## config.mk

```make
export PLATFORM = sky130hd
export DESIGN_NAME = calculator_engine
export DESIGN_NICKNAME = d
export VERILOG_FILES = /design/src/rtl/calculator_pkg.sv /design/src/rtl/calculator_engine_chunk_adder.sv /design/src/rtl/calculator_engine.sv
export SDC_FILE = /design/constraint.sdc
export NUM_CORES = 1
export LEC_CHECK = 0
export ABC_AREA = 1
export ABC_CLOCK_PERIOD_IN_PS = 5800
export BUFFER_PORTS_ARGS = -buffer_cell sky130_fd_sc_hd__buf_4
export CAP_MARGIN = 20
export CORE_UTILIZATION = 63
export DETAILED_ROUTE_END_ITERATION = 8
export PLACE_DENSITY = 0.93
export SYNTH_ARGS = -nofsm -noshare
export SYNTH_HDL_FRONTEND = slang
export SYNTH_SLANG_ARGS = --single-unit
export TNS_END_PERCENT = 10
```

## constraint.sdc

```tcl
create_clock -name clk -period 5.8 [get_ports clk]
set_input_delay 1.16 -clock clk [delete_from_list [all_inputs] [get_ports clk]]
set_output_delay 1.16 -clock clk [all_outputs]
set_load 0.01 [all_outputs]
```

## src/rtl/calculator_pkg.sv

```systemverilog
// Shared parameters, state/op encodings and address-range helper for the SRAM arithmetic engine.
package calculator_pkg;

    localparam int DATA_W        = 32;
    localparam int MEM_WORD_SIZE = 64;
    localparam int ADDR_W        = 10;
    localparam int NUM_CHUNKS    = MEM_WORD_SIZE / DATA_W;
    localparam int CHUNK_W       = (NUM_CHUNKS > 1) ? $clog2(NUM_CHUNKS) : 1;

    typedef enum logic [2:0] {
        S_IDLE  = 3'd0,
        S_READ  = 3'd1,
        S_READ2 = 3'd2,
        S_LOAD  = 3'd3,
        S_ADD   = 3'd4,
        S_WRITE = 3'd5,
        S_END   = 3'd6
    } state_t;

    typedef enum logic {
        OP_ADD = 1'b0,
        OP_SUB = 1'b1
    } op_t;

    // Compare in ADDR_W+1 bits so base+offset never wraps below the inclusive end address.
    function automatic logic addr_in_range(
        input logic [ADDR_W-1:0] base,
        input logic [1:0]        offset,
        input logic [ADDR_W-1:0] last
    );
        return (({1'b0, base} + (ADDR_W + 1)'(offset)) <= {1'b0, last});
    endfunction

endpackage

```

## src/rtl/calculator_engine_chunk_adder.sv

```systemverilog
// One DATA_W-bit adder slice with optional B inversion; the engine time-multiplexes it over the chunks.
module chunk_adder
    import calculator_pkg::*;
(
    input  logic [DATA_W-1:0] a,
    input  logic [DATA_W-1:0] b,
    input  logic              invert_b,
    input  logic              cin,
    output logic [DATA_W-1:0] sum,
    output logic              cout
);

    logic [DATA_W-1:0] b_eff_s;
    logic [DATA_W:0]   total_s;

    // Slice add: a + (b or ~b) + cin, carry out on the extra MSB.
    always_comb begin
        b_eff_s = '0;
        if (invert_b) begin
            b_eff_s = ~b;
        end else begin
            b_eff_s = b;
        end
        total_s = {1'b0, a} + {1'b0, b_eff_s} + {{DATA_W{1'b0}}, cin};
        sum     = total_s[DATA_W-1:0];
        cout    = total_s[DATA_W];
    end

endmodule

```

## src/rtl/calculator_engine.sv

```systemverilog
// SRAM-to-SRAM add/sub engine: reads operand pairs, adds them chunk by chunk, writes one word per pair.
// Build option CARRY_CHAIN_EN: chain chunk carries into one full-width add; otherwise independent SIMD lanes.
module calculator_engine
    import calculator_pkg::*;
(
    input  logic                     clk,
    input  logic                     rst_n,
    input  logic                     start_i,
    input  logic                     op_i,
    input  logic [ADDR_W-1:0]        rd_start_i,
    input  logic [ADDR_W-1:0]        rd_end_i,
    input  logic [ADDR_W-1:0]        wr_start_i,
    output logic                     mem_rd_en_o,
    output logic                     mem_wr_en_o,
    output logic [ADDR_W-1:0]        mem_addr_o,
    output logic [MEM_WORD_SIZE-1:0] mem_wdata_o,
    input  logic [MEM_WORD_SIZE-1:0] mem_rdata_i,
    output logic                     busy_o,
    output logic                     done_o,
    output logic                     carry_o
);

    localparam logic [CHUNK_W-1:0] LAST_CHUNK = CHUNK_W'(NUM_CHUNKS - 1);

    state_t                   state_r;
    op_t                      op_r;
    logic [ADDR_W-1:0]        rd_end_r;
    logic [ADDR_W-1:0]        rp_r;
    logic [ADDR_W-1:0]        wp_r;
    logic [MEM_WORD_SIZE-1:0] a_r;
    logic [MEM_WORD_SIZE-1:0] b_r;
    logic [MEM_WORD_SIZE-1:0] res_r;
    logic                     has_b_r;
    logic [CHUNK_W-1:0]       k_r;
`ifdef CARRY_CHAIN_EN
    logic                     cin_r;
`else
    logic                     carry_acc_r;
`endif

    logic                     rd_en_r;
    logic                     wr_en_r;
    logic [ADDR_W-1:0]        addr_r;
    logic [MEM_WORD_SIZE-1:0] wdata_r;
    logic                     busy_r;
    logic                     done_r;
    logic                     carry_r;

    logic                     invert_s;
    logic                     cin_s;
    logic [DATA_W-1:0]        a_chunk_s;
    logic [DATA_W-1:0]        b_chunk_s;
    logic [DATA_W-1:0]        sum_s;
    logic                     cout_s;
    logic [MEM_WORD_SIZE-1:0] res_s;
    logic                     carry_next_s;
    logic                     has_b_s;
    logic                     more_pairs_s;

    chunk_adder u_chunk_adder (
        .a        (a_chunk_s),
        .b        (b_chunk_s),
        .invert_b (invert_s),
        .cin      (cin_s),
        .sum      (sum_s),
        .cout     (cout_s)
    );

    // Select the active chunk, merge its sum into the result and form carry-in / status.
    always_comb begin
        invert_s     = (op_r == OP_SUB);
        a_chunk_s    = a_r[k_r*DATA_W +: DATA_W];
        b_chunk_s    = b_r[k_r*DATA_W +: DATA_W];
        res_s        = res_r;
        res_s[k_r*DATA_W +: DATA_W] = sum_s;
        has_b_s      = addr_in_range(rp_r, 2'd1, rd_end_r);
        more_pairs_s = addr_in_range(rp_r, 2'd2, rd_end_r);
`ifdef CARRY_CHAIN_EN
        cin_s        = cin_r;
        carry_next_s = cout_s;
`else
        cin_s        = invert_s;
        carry_next_s = carry_acc_r | cout_s;
`endif
    end

    // Control FSM, datapath registers and registered SRAM/status outputs.
    always_ff @(posedge clk) begin
        if (!rst_n) begin
            state_r  <= S_IDLE;
            op_r     <= OP_ADD;
            rd_end_r <= '0;
            rp_r     <= '0;
            wp_r     <= '0;
            a_r      <= '0;
            b_r      <= '0;
            res_r    <= '0;
            has_b_r  <= 1'b0;
            k_r      <= '0;
`ifdef CARRY_CHAIN_EN
            cin_r    <= 1'b0;
`else
            carry_acc_r <= 1'b0;
`endif
            rd_en_r  <= 1'b0;
            wr_en_r  <= 1'b0;
            addr_r   <= '0;
            wdata_r  <= '0;
            busy_r   <= 1'b0;
            done_r   <= 1'b0;
            carry_r  <= 1'b0;
        end else begin
            case (state_r)
                S_IDLE: begin
                    if (start_i) begin
                        op_r     <= op_t'(op_i);
                        rd_end_r <= rd_end_i;
                        rp_r     <= rd_start_i;
                        wp_r     <= wr_start_i;
                        busy_r   <= 1'b1;
                        if (rd_start_i > rd_end_i) begin
                            state_r <= S_END;
                            done_r  <= 1'b1;
                        end else begin
                            state_r <= S_READ;
                            rd_en_r <= 1'b1;
                            addr_r  <= rd_start_i;
                        end
                    end
                end
                S_READ: begin
                    // Second operand is only fetched when it lies inside the range.
                    state_r <= S_READ2;
                    rd_en_r <= has_b_s;
                    addr_r  <= rp_r + ADDR_W'(1);
                    has_b_r <= has_b_s;
                end
                S_READ2: begin
                    state_r <= S_LOAD;
                    a_r     <= mem_rdata_i;
                    rd_en_r <= 1'b0;
                end
                S_LOAD: begin
                    state_r <= S_ADD;
                    b_r     <= has_b_r ? mem_rdata_i : '0;
                    k_r     <= '0;
`ifdef CARRY_CHAIN_EN
                    cin_r   <= invert_s;
`else
                    carry_acc_r <= 1'b0;
`endif
                end
                S_ADD: begin
                    res_r <= res_s;
`ifdef CARRY_CHAIN_EN
                    cin_r <= cout_s;
`else
                    carry_acc_r <= carry_acc_r | cout_s;
`endif
                    if (k_r == LAST_CHUNK) begin
                        state_r <= S_WRITE;
                        wr_en_r <= 1'b1;
                        addr_r  <= wp_r;
                        wdata_r <= res_s;
                        carry_r <= carry_next_s;
                    end else begin
                        k_r <= k_r + CHUNK_W'(1);
                    end
                end
                S_WRITE: begin
                    wr_en_r <= 1'b0;
                    rp_r    <= rp_r + ADDR_W'(2);
                    wp_r    <= wp_r + ADDR_W'(1);
                    if (more_pairs_s) begin
                        state_r <= S_READ;
                        rd_en_r <= 1'b1;
                        addr_r  <= rp_r + ADDR_W'(2);
                    end else begin
                        state_r <= S_END;
                        done_r  <= 1'b1;
                    end
                end
                S_END: begin
                    state_r <= S_IDLE;
                    done_r  <= 1'b0;
                    busy_r  <= 1'b0;
                end
                default: begin
                    state_r <= S_IDLE;
                    rd_en_r <= 1'b0;
                    wr_en_r <= 1'b0;
                    done_r  <= 1'b0;
                    busy_r  <= 1'b0;
                end
            endcase
        end
    end

    assign mem_rd_en_o = rd_en_r;
    assign mem_wr_en_o = wr_en_r;
    assign mem_addr_o  = addr_r;
    assign mem_wdata_o = wdata_r;
    assign busy_o      = busy_r;
    assign done_o      = done_r;
    assign carry_o     = carry_r;

endmodule

```

Yosys cells after proc, flatten, opt, wreduce, memory -nomap -nowiden
Cells that the tools add are included.

Bits in latches: 0. Memory bits (read-only): 0. Input port bits: 98. Logic and storage cells: 101. Flip-flop bits (word level): 308. Output and inout bits: 79. RAM bits: 0. Memories kept: 0.

Divide/modulo/power cells: 0. Multipliers: 0. Bitwise operators: 6. Multiplexer cells: 32. Shift operators: 4. $add $sub $neg: 9. Reductions and logical operators: 17. Order comparisons: 3. Eq/ne operators: 12.

Operator list (number): $shiftx 64x7->32 (2); $bwmux 64 (1); $mux 64 (1); $shift 32x34->64 const A (1); $shiftx 32x34->64 (1); $mux 10 (6); $pmux 10 s2 (2); $pmux 10 s4 (1); $neg 6->34 (1); $add 32x32->33 (1); $add 33x1->33 (1); $mux 32 (1); $not 32->32 (1); $le 11x10->1 (2); $add 10x1->10 const B (2); $pmux 3 s6 (1); $mux 3 (4); $ne 2x2->1 const B (6); $reduce_and 2->1 (6); $add 10x1->11 const B (1); $add 10x2->11 const B (1); $add 10x2->10 const B (1); $gt 10x10->1 (1); $reduce_or 5->1 (2); other kinds (17) (36).

Logic depth before layout (Yosys ltp)
Gate-level depths: netlist (run 1).

Word-level depth: 7. Mapped depth: 23. Depth with buffers taken out: 21.

Hierarchy
A second synthesis (run 1) with hierarchy kept.

Cell total of the unflattened synthesis: 2292. Area total of the unflattened synthesis: 15128.3 um^2.

Modules (own cells, without submodules): calculator_engine (cells each 1738, times used 1, area an instance 12343.1 um^2); chunk_adder (cells each 554, times used 1, area an instance 2785.2 um^2).

Worst setup path before layout (run 1)
OpenSTA, ideal clock, no wires.

Kind: register -> register. From: register k_r. To: register res_r[30]. Library setup time: 109 ps. Data required time: 5691 ps. Slack: 3072 ps. Data arrival time: 2619 ps. Buffers on the path: 4. Cell stages (with the launch flop): 23. Path through: dfxtp_1 > buf_6 > inv_2 > buf_6 > clkbuf_1 > clkbuf_1 > nand2_1 > nand2_1 > ha_1 > a21oi_1 > nand2_1 > nand2_1 > nand2_1 > nand2_1 > nand2_1 > a21oi_1 > inv_1 > nand2_1 > nand2_1 > nand2_1 > nand3_1 > nand2_1 > inv_1.

Word-level cells in the longest chain between the ends: 7. Elaborated cells on any way between the ends: 10.

Ends and longest elaborated chain: start, declared (line calculator_engine.sv:34) `logic [CHUNK_W-1:0] k_r;`; start signal, assigned (line calculator_engine.sv:167) `k_r <= k_r + CHUNK_W'(1);`; $shiftx 64x7->32 (line calculator_engine.sv:73) `b_chunk_s = b_r[k_r*DATA_W +: DATA_W];`; $not 32->32 (line calculator_engine_chunk_adder.sv:20) `b_eff_s = ~b;`; $mux 32 (line calculator_engine_chunk_adder.sv:19) `if (invert_b) begin`; $add 32x32->33 (line calculator_engine_chunk_adder.sv:24) `total_s = {1'b0, a} + {1'b0, b_eff_s} + {{DATA_W{1'b0}}, cin};`; $add 33x1->33 (line calculator_engine_chunk_adder.sv:24); $shiftx 32x34->64 (line calculator_engine.sv:75) `res_s[k_r*DATA_W +: DATA_W] = sum_s;`; $bwmux 64 (*) (line calculator_engine.sv:75); end signal, assigned (line calculator_engine.sv:154) `res_r <= res_s;`; end, declared (line calculator_engine.sv:32) `logic [MEM_WORD_SIZE-1:0] res_r;`.

Every way passes the cells marked *; elsewhere a longest branch is shown, timed or not. A chain may end at the register's enable or synchronous reset.

Final worst setup path (run 1)
From: register k_r. To: register wdata_r[48] (netlist: mem_wdata_o[48]).

Word-level cells in the longest chain between the ends: 7. Elaborated cells on any way between the ends: 11.

Ends and longest elaborated chain: $shiftx 64x7->32 (line calculator_engine.sv:73); $not 32->32 (line calculator_engine_chunk_adder.sv:20); $mux 32 (line calculator_engine_chunk_adder.sv:19); $add 32x32->33 (line calculator_engine_chunk_adder.sv:24); $add 33x1->33 (line calculator_engine_chunk_adder.sv:24); $shiftx 32x34->64 (line calculator_engine.sv:75); $bwmux 64 (line calculator_engine.sv:75); end signal, assigned (line calculator_engine.sv:164) `wdata_r <= res_s;`; end, declared (line calculator_engine.sv:44) `logic [MEM_WORD_SIZE-1:0] wdata_r;`.

Parallel ways exist; a longest one is shown, timed or not.

==> metrics.md, run 1 <==
| Metric | Value |
|---|---|
| Outcome | completed |
| Largest cells by area after synthesis | dfxtp_1, nand2_1, nor2_1 |
| Final WL | 44500 um |
| Placement Rows | 55 |
| Synth Area in Compound Gates | 15.7% |
| Clock slew at reported path FFs | 60 ps |
| Cells after Synth | 2164 |
| Met1 wire length | 18900 um |
| WHS Path Cells | 2 |
| Max-slew violation count | 0 |
| Avg WL per Cell | 17.1 um |
| Mean Syn Cell Area | 6.80 um^2 |
| Core Box Area | 22800 um^2 |
| Synth Flop Type | dfxtp_1 |
| Fin util | 74.6% |
| Hold buffers post-CTS | 0 |
| Initial Utilization | 64.6% |
| Critical Path Fanout Max | 44 |
| Post-synthesis sequential area ratio | 37.7% |
| FFs w/ async S/R, synth | 0% |
| Max Buffers Root-to-Sink | 3 |
| DP Worst Slack | 2410 ps |
| Crit path buffers/inverters | 2 |
| HP Start | b_r[57]$_SDFFE_PN0P_ |
| WS Path Type | flop to flop |
| HPWL after DPL | 31500 um |
| Post-CTS Resized | 0 |
| Synth top cells by count | nand2_1, nor2_1, dfxtp_1 |
| PD cells | 486 nW/um^2 |
| Worst vdd ir | 306 uV |
| Crit-path cells | buf_4 > nand2_1 > nand2_1 > xor2_1 > ha_1 > a21oi_1 > o21ai_1 > a21oi_1 > o21ai_1 > or2_2 > nand3_1 > o211ai_1 > inv_1 |
| Die area | 24000 um^2 |
| Finished Layout Cells | 2600 |
| CTS tree | built |
| Yosys top cell by area | dfxtp_1 |
| Post-synth cell types | 49 |
| Iteration-0 DRC count of the detailed router | 1670 |
| Hold Crit Endpoint | b_r[57]$_SDFFE_PN0P_ |
| Initial antenna violation count | 0 |
| Vias per cell | 5.71 |
| Syn nets | 2328 |
| EDFF count, synth | 0 |
| FF-to-FF End | mem_wdata_o[48]$_SDFFE_PN0P_ |
| Count of final hold-check violations | 0 |
| Fraction of layout cells with a size suffix above 1 | 12.4% |
| Vias in the first global route | 13986 |
| H-tree Lvls | 1 |
| Largest net degree at the start of global routing | 107 |
| Setup TNS | 0 ps |
| Critical R2R Launch | k_r$_SDFFE_PN0P_ |
| Largest stage delay, worst path | 630 ps |
| YS warnings | 0 |
| Register bit total from synthesis | 277 |
| Clock root cell | clkbuf_16 |
| Period utilization | 60.6% |
| Placed Cells | 2551 |
| Antenna Violating Nets Remaining | 0 |
| Routed length on met2 | 20700 um |
| DR pass1 iterations | 6 |
| Max-capacitance violation count | 0 |
| Rel. slew slack | 34.3% |
| Final WS setup | 2280 ps |
| GRT overflow | 0 |
| Peak Freq | 284 MHz |
| Post-Synth XOR/XNOR Area | 3.39% |
| Final min period | 3520 ps |
| Area of the multi-input gates | 7890 um^2 |
| Mux cell area share after synthesis | 0.204% |
| Post-Synth Simple-Gate Area | 28.5% |
| First-pass GRT wire length | 71700 um |
| P&R area growth vs syn | 15.5% |
| Worst EP required | 6270 ps |
| DRC violations left | 0 |
| RSZ-0062 raised after global routing | no |
| GP Congestion | 0.996 |
| TritonCTS buffer count | 28 |
| Final nets | 2432 |
| Highest routed layer | met4 |
| Post-CTS Setup Inserts | 0 |
| Die extent in y | 155 um |
| Skew-Pair Late Insertion Delay | 550 ps |
| Largest family of logic cells by synthesized area | simple AND/OR/NAND/NOR gates |
| GRT Overall Usage | 37.0% |
| Ant. Diodes | 0 |
| I/O Pins | 177 |
| Hold Crit Class | flop to flop |
| Nature of the critical path startpoint | flop |
| Crit end category | flop |
| Adder-cell area share of the yosys netlist | 5.66% |
| Die Wd | 155 um |
| CP max stage cell | dfxtp_2 |
| Clk sink count | 277 |
| Final setup vio count | 0 |
| CP arrival | 3990 ps |
| DR vias | 14855 |
| Flop-to-flop setup slack | 2280 ps |
| IO Port Bufs | 176 |
| Filler cells | 1772 |
| Worst Skew | 20.5 ps |
| Worst Reg-to-Reg Cells | 13 |
| Leak | 8.14 nW |
| Metal3 WL | 3770 um |
| Most common cell in the synthesized netlist | nand2_1 |
| Top-area cell type share of the netlist area | 37.7% |
| Cell class contributing the biggest share of worst-path delay | compound AO/OA/AOI/OAI gates |
| Total power draw | 8.27 mW |
| Sequential cell area | 5550 um^2 |
| Slew @ Worst Pin | 986 ps |
| Mapped cell area | 14700 um^2 |
## cell type report
type                            count  share of cell area [%]
Sequential cell                   277                    32.6
Clock inverter                      7                   0.537
Timing Repair Buffer              192                    8.48
Clock buffer                       42                    4.97
Multi-Input combinational cell   1559                    46.4
Inverter                          210                    4.67
Tap cell                          313                    2.30
## sequential cells by signal, indices dropped and copies added (netlist names), 3 cells and up
signal	flops
a_r	64
b_r	64
mem_addr_o	10
mem_wdata_o	64
rd_end_r	10
res_r	33
rp_r	10
state_r	3
wp_r	10
## where the power goes
part | leakage (nW) | total, mW | switching [mW] | internal, mW
Sequential | 2.25 | 2.63 | 0.302 | 2.33
Clock | 0.459 | 1.83 | 0.744 | 1.09
Combinational | 5.43 | 3.81 | 2.60 | 1.21
Total | 8.14 | 8.27 | 3.64 | 4.62
## metal layers
metal,GRT usage (%),vias up
met3,3.67,90
met1,51.4,6837
met5,0,-
li1,-,7177
met4,10.4,0
met2,61.2,751
## how the worst max path moves through the flow
stage | from | to | slack, ps | depth (start not counted)
after floorplan | k_r$_SDFFE_PN0P_ | res_r[30]$_SDFFE_PN0P_ | 3070 | 22
after CTS | k_r$_SDFFE_PN0P_ | mem_wdata_o[48]$_SDFFE_PN0P_ | 2360 | 13
after global routing | k_r$_SDFFE_PN0P_ | mem_wdata_o[60]$_SDFFE_PN0P_ | 2090 | 14
after detailed placement | rst_n | b_r[19]$_SDFFE_PN0P_ | 2410 | 4
after global placement | rst_n | b_r[2]$_SDFFE_PN0P_ | 2470 | 4
final | k_r$_SDFFE_PN0P_ | mem_wdata_o[48]$_SDFFE_PN0P_ | 2280 | 13
## worst reg2reg max path: stages (launching register included)
cell	delay [ps]
dfxtp_2	630
buf_4	530
nand2_1	110
nand2_1	110
xor2_1	170
ha_1	300
a21oi_1	210
o21ai_1	90
a21oi_1	410
o21ai_1	240
or2_2	340
nand3_1	70
o211ai_1	110
inv_1	120
## cell families (layout without fill, tap and decap cells)
group,count (synthesis),after routing
AOI/OAI and AO/OA,415,415
xor gates and xnor gates,57,57
adders and majority gates,66,66
buffers and inverters,328,451
DFF,277,277
muxes,3,3
and+or+nand+nor,1018,1018
## cell usage in the layout, fill, tap and decap left out, types with 16 or more instances in the layout
cell	synthesis	layout
o211ai_1	21	21
o21a_1	23	23
dfxtp_1	277	275
nand2_2	16	16
buf_4	1	192
clkbuf_16	0	29
nand2_1	528	528
a21oi_1	154	154
inv_1	201	201
ha_1	65	65
o21ai_0	162	162
nor2_1	281	279
nand3_1	144	144
xor2_1	44	44
## stage by stage
step / area [um^2] / hold WS (ps)
after floorplan: 14700 / 424
after global placement: 16100 / 435
after detailed placement: 16100 / 442
after CTS: 17000 / 465
after global routing: 17000 / 483
final: 17000 / 465
No activity file was read; power rests on OpenSTA's default activity.
==> inputs of run 2 (changes only) <==
--- a/config.mk
+++ b/config.mk
@@ -6,12 +6,12 @@
 export NUM_CORES = 1
 export LEC_CHECK = 0
 export ABC_AREA = 1
-export ABC_CLOCK_PERIOD_IN_PS = 5800
+export ABC_CLOCK_PERIOD_IN_PS = 3200
 export BUFFER_PORTS_ARGS = -buffer_cell sky130_fd_sc_hd__buf_4
 export CAP_MARGIN = 20
-export CORE_UTILIZATION = 63
+export CORE_UTILIZATION = 53
 export DETAILED_ROUTE_END_ITERATION = 8
-export PLACE_DENSITY = 0.93
+export PLACE_DENSITY = 0.85
 export SYNTH_ARGS = -nofsm -noshare
 export SYNTH_HDL_FRONTEND = slang
 export SYNTH_SLANG_ARGS = --single-unit
==> constraint.sdc (replaced) <==
create_clock -name clk -period 3.2 [get_ports clk]
set_input_delay 0.64 -clock clk [delete_from_list [all_inputs] [get_ports clk]]
set_output_delay 0.64 -clock clk [all_outputs]
set_load 0.01 [all_outputs]
==> run 2 against run 1 <==
  * Critical path depth up 4
  * Non-clock buffer count up 6
  * Largest cell class unchanged
  * Wire length up 1.5%
==> metrics.md, run 2 (synthesis results as in run 1) <==
| Metric | Value |
|---|---|
| Critical R2R Launch | k_r$_SDFFE_PN0P_ |
| Rel. slew slack | 49.6% |
| Die area | 28400 um^2 |
| PD cells | 892 nW/um^2 |
| Clock root cell | clkbuf_16 |
| Placement Rows | 60 |
| First-pass GRT wire length | 72700 um |
| Area of the multi-input gates | 7900 um^2 |
| Post-CTS Resized | 0 |
| Skew-Pair Late Insertion Delay | 570 ps |
| Initial antenna violation count | 0 |
| FF-to-FF End | mem_wdata_o[46]$_SDFFE_PN0P_ |
| Slew @ Worst Pin | 755 ps |
| Max-capacitance violation count | 0 |
| Largest stage delay, worst path | 350 ps |
| Total power draw | 15.5 mW |
| Count of final hold-check violations | 0 |
| Crit path buffers/inverters | 3 |
| Final nets | 2440 |
| Critical Path Fanout Max | 49 |
| Fin Hold WS | 335 ps |
| TritonCTS buffer count | 30 |
| WS Path Type | flop to flop |
| DRC violations left | 0 |
| P&R area growth vs syn | 17.8% |
| Antenna Violating Nets Remaining | 0 |
| Worst Reg-to-Reg Cells | 17 |
| Final WS setup | 284 ps |
| Max Buffers Root-to-Sink | 3 |
| H-tree Lvls | 1 |
| WHS Path Cells | 3 |
| Post-CTS Setup Inserts | 0 |
| Hold Crit Class | input pin to flop |
| Fin util | 64.0% |
| IO Port Bufs | 176 |
| Period utilization | 91.1% |
| Die extent in y | 169 um |
| Worst EP required | 3640 ps |
| Hold buffers post-CTS | 0 |
| DP Worst Slack | 272 ps |
| Core Box Area | 27100 um^2 |
| Final setup vio count | 0 |
| GRT Overall Usage | 31.7% |
| Cell class contributing the biggest share of worst-path delay | simple AND/OR/NAND/NOR gates |
| DR vias | 14663 |
| Peak Freq | 343 MHz |
| Vias in the first global route | 13784 |
| Nature of the critical path startpoint | flop |
| RSZ-0062 raised after global routing | no |
| Commonest cells after routing, fill and taps aside | nand2_1, nor2_1, dfxtp_1 |
| CP max stage cell | dfxtp_2 |
| Final min period | 2920 ps |
| CTS tree | built |
| Clock slew at reported path FFs | 60 ps |
| Outcome | completed |
| Die Wd | 169 um |
| GRT overflow | 0 |
| Leak | 8.26 nW |
| Iteration-0 DRC count of the detailed router | 1362 |
| Hold Crit Endpoint | a_r[48]$_SDFFE_PN0P_ |
| Vias per cell | 5.49 |
| Ant. Diodes | 0 |
| Sequential cell area | 5550 um^2 |
| Filler cells | 2444 |
| Flop-to-flop setup slack | 280 ps |
| Avg WL per Cell | 16.9 um |
| HP Start | mem_rdata_i[48] |
| Setup TNS | 0 ps |
| Final WL | 45100 um |
| Clk sink count | 277 |
| CP arrival | 3360 ps |
| Worst vdd ir | 477 uV |
| Worst Skew | 21.3 ps |
| Fraction of layout cells with a size suffix above 1 | 13.0% |
| Crit end category | flop |
| GP Congestion | 1.00 |
| Max-slew violation count | 0 |
| HPWL after DPL | 32300 um |
| Crit-path cells | inv_2 > buf_12 > nand2_1 > nand2_1 > xor2_1 > ha_1 > a21oi_1 > nand2_1 > nand2_1 > nand2_1 > nand2_1 > nand2_1 > a21oi_1 > xor2_2 > nand2_1 > o211ai_1 > inv_1 |
| DR pass1 iterations | 6 |
| I/O Pins | 177 |
| Most used cell along the critical path | nand2_1 |
| Largest net degree at the start of global routing | 90 |
| Initial Utilization | 54.3% |
| Commonest non-fill, non-tap cell in the layout | nand2_1 |
[run 2: cell types whose count changed in the layout (fill, tap and decap cells not counted), sizes merged]
cell    delta
buf        +6
bufinv     +4
clkbuf     -4
clkinv     +2
inv        +3
[run 2: layout make-up]
cell class              count  area share (%)
clock inverters            16            1.45
inverters                 210            4.57
multi-input cells        1559            45.6
flip-flops and latches    277            32.0
repair buffers            198            9.03
well taps                 372            2.69
clock buffers              38            4.68
[run 2: power by group]
part	switching, mW	leakage, nW	internal [mW]
Sequential	0.561	2.25	4.22
Combinational	4.70	5.49	2.29
Clock	1.43	0.522	2.27
Total	6.69	8.26	8.78
[run 2: through the flow]
step	instance area, um^2	std cells
finish	17300	2670
global route	17300	2670
CTS	17300	2670
detailed placement	16300	2616
global placement	16300	2616
floorplan	14700	2164
[run 2: worst max path at each step]
stage                          start                      endpoint  slack [ps]  cells past startpoint
floorplan           k_r$_SDFFE_PN0P_        res_r[30]$_SDFFE_PN0P_         470                     22
global placement    k_r$_SDFFE_PN0P_  mem_wdata_o[44]$_SDFFE_PN0P_         310                     16
detailed placement  k_r$_SDFFE_PN0P_  mem_wdata_o[44]$_SDFFE_PN0P_         270                     16
CTS                 k_r$_SDFFE_PN0P_  mem_wdata_o[44]$_SDFFE_PN0P_         230                     16
global route        k_r$_SDFFE_PN0P_  mem_wdata_o[62]$_SDFFE_PN0P_           9                     20
finish              k_r$_SDFFE_PN0P_  mem_wdata_o[46]$_SDFFE_PN0P_         280                     17
[run 2: per-layer routing]
layer	part of all wire (%)	vias up	wire [um]	global-route usage [%]
met5	0	-	0	0
met4	3.1	0	1380	10.1
met3	7.8	96	3500	3.86
met2	45	639	20200	50.6
met1	44	6729	20100	44.5
li1	-	7199	-	-
[run 2: tightest hold or removal path, stage by stage]
cell     delay, ps
buf_4           90
o21ai_0         70
nor2_1          70
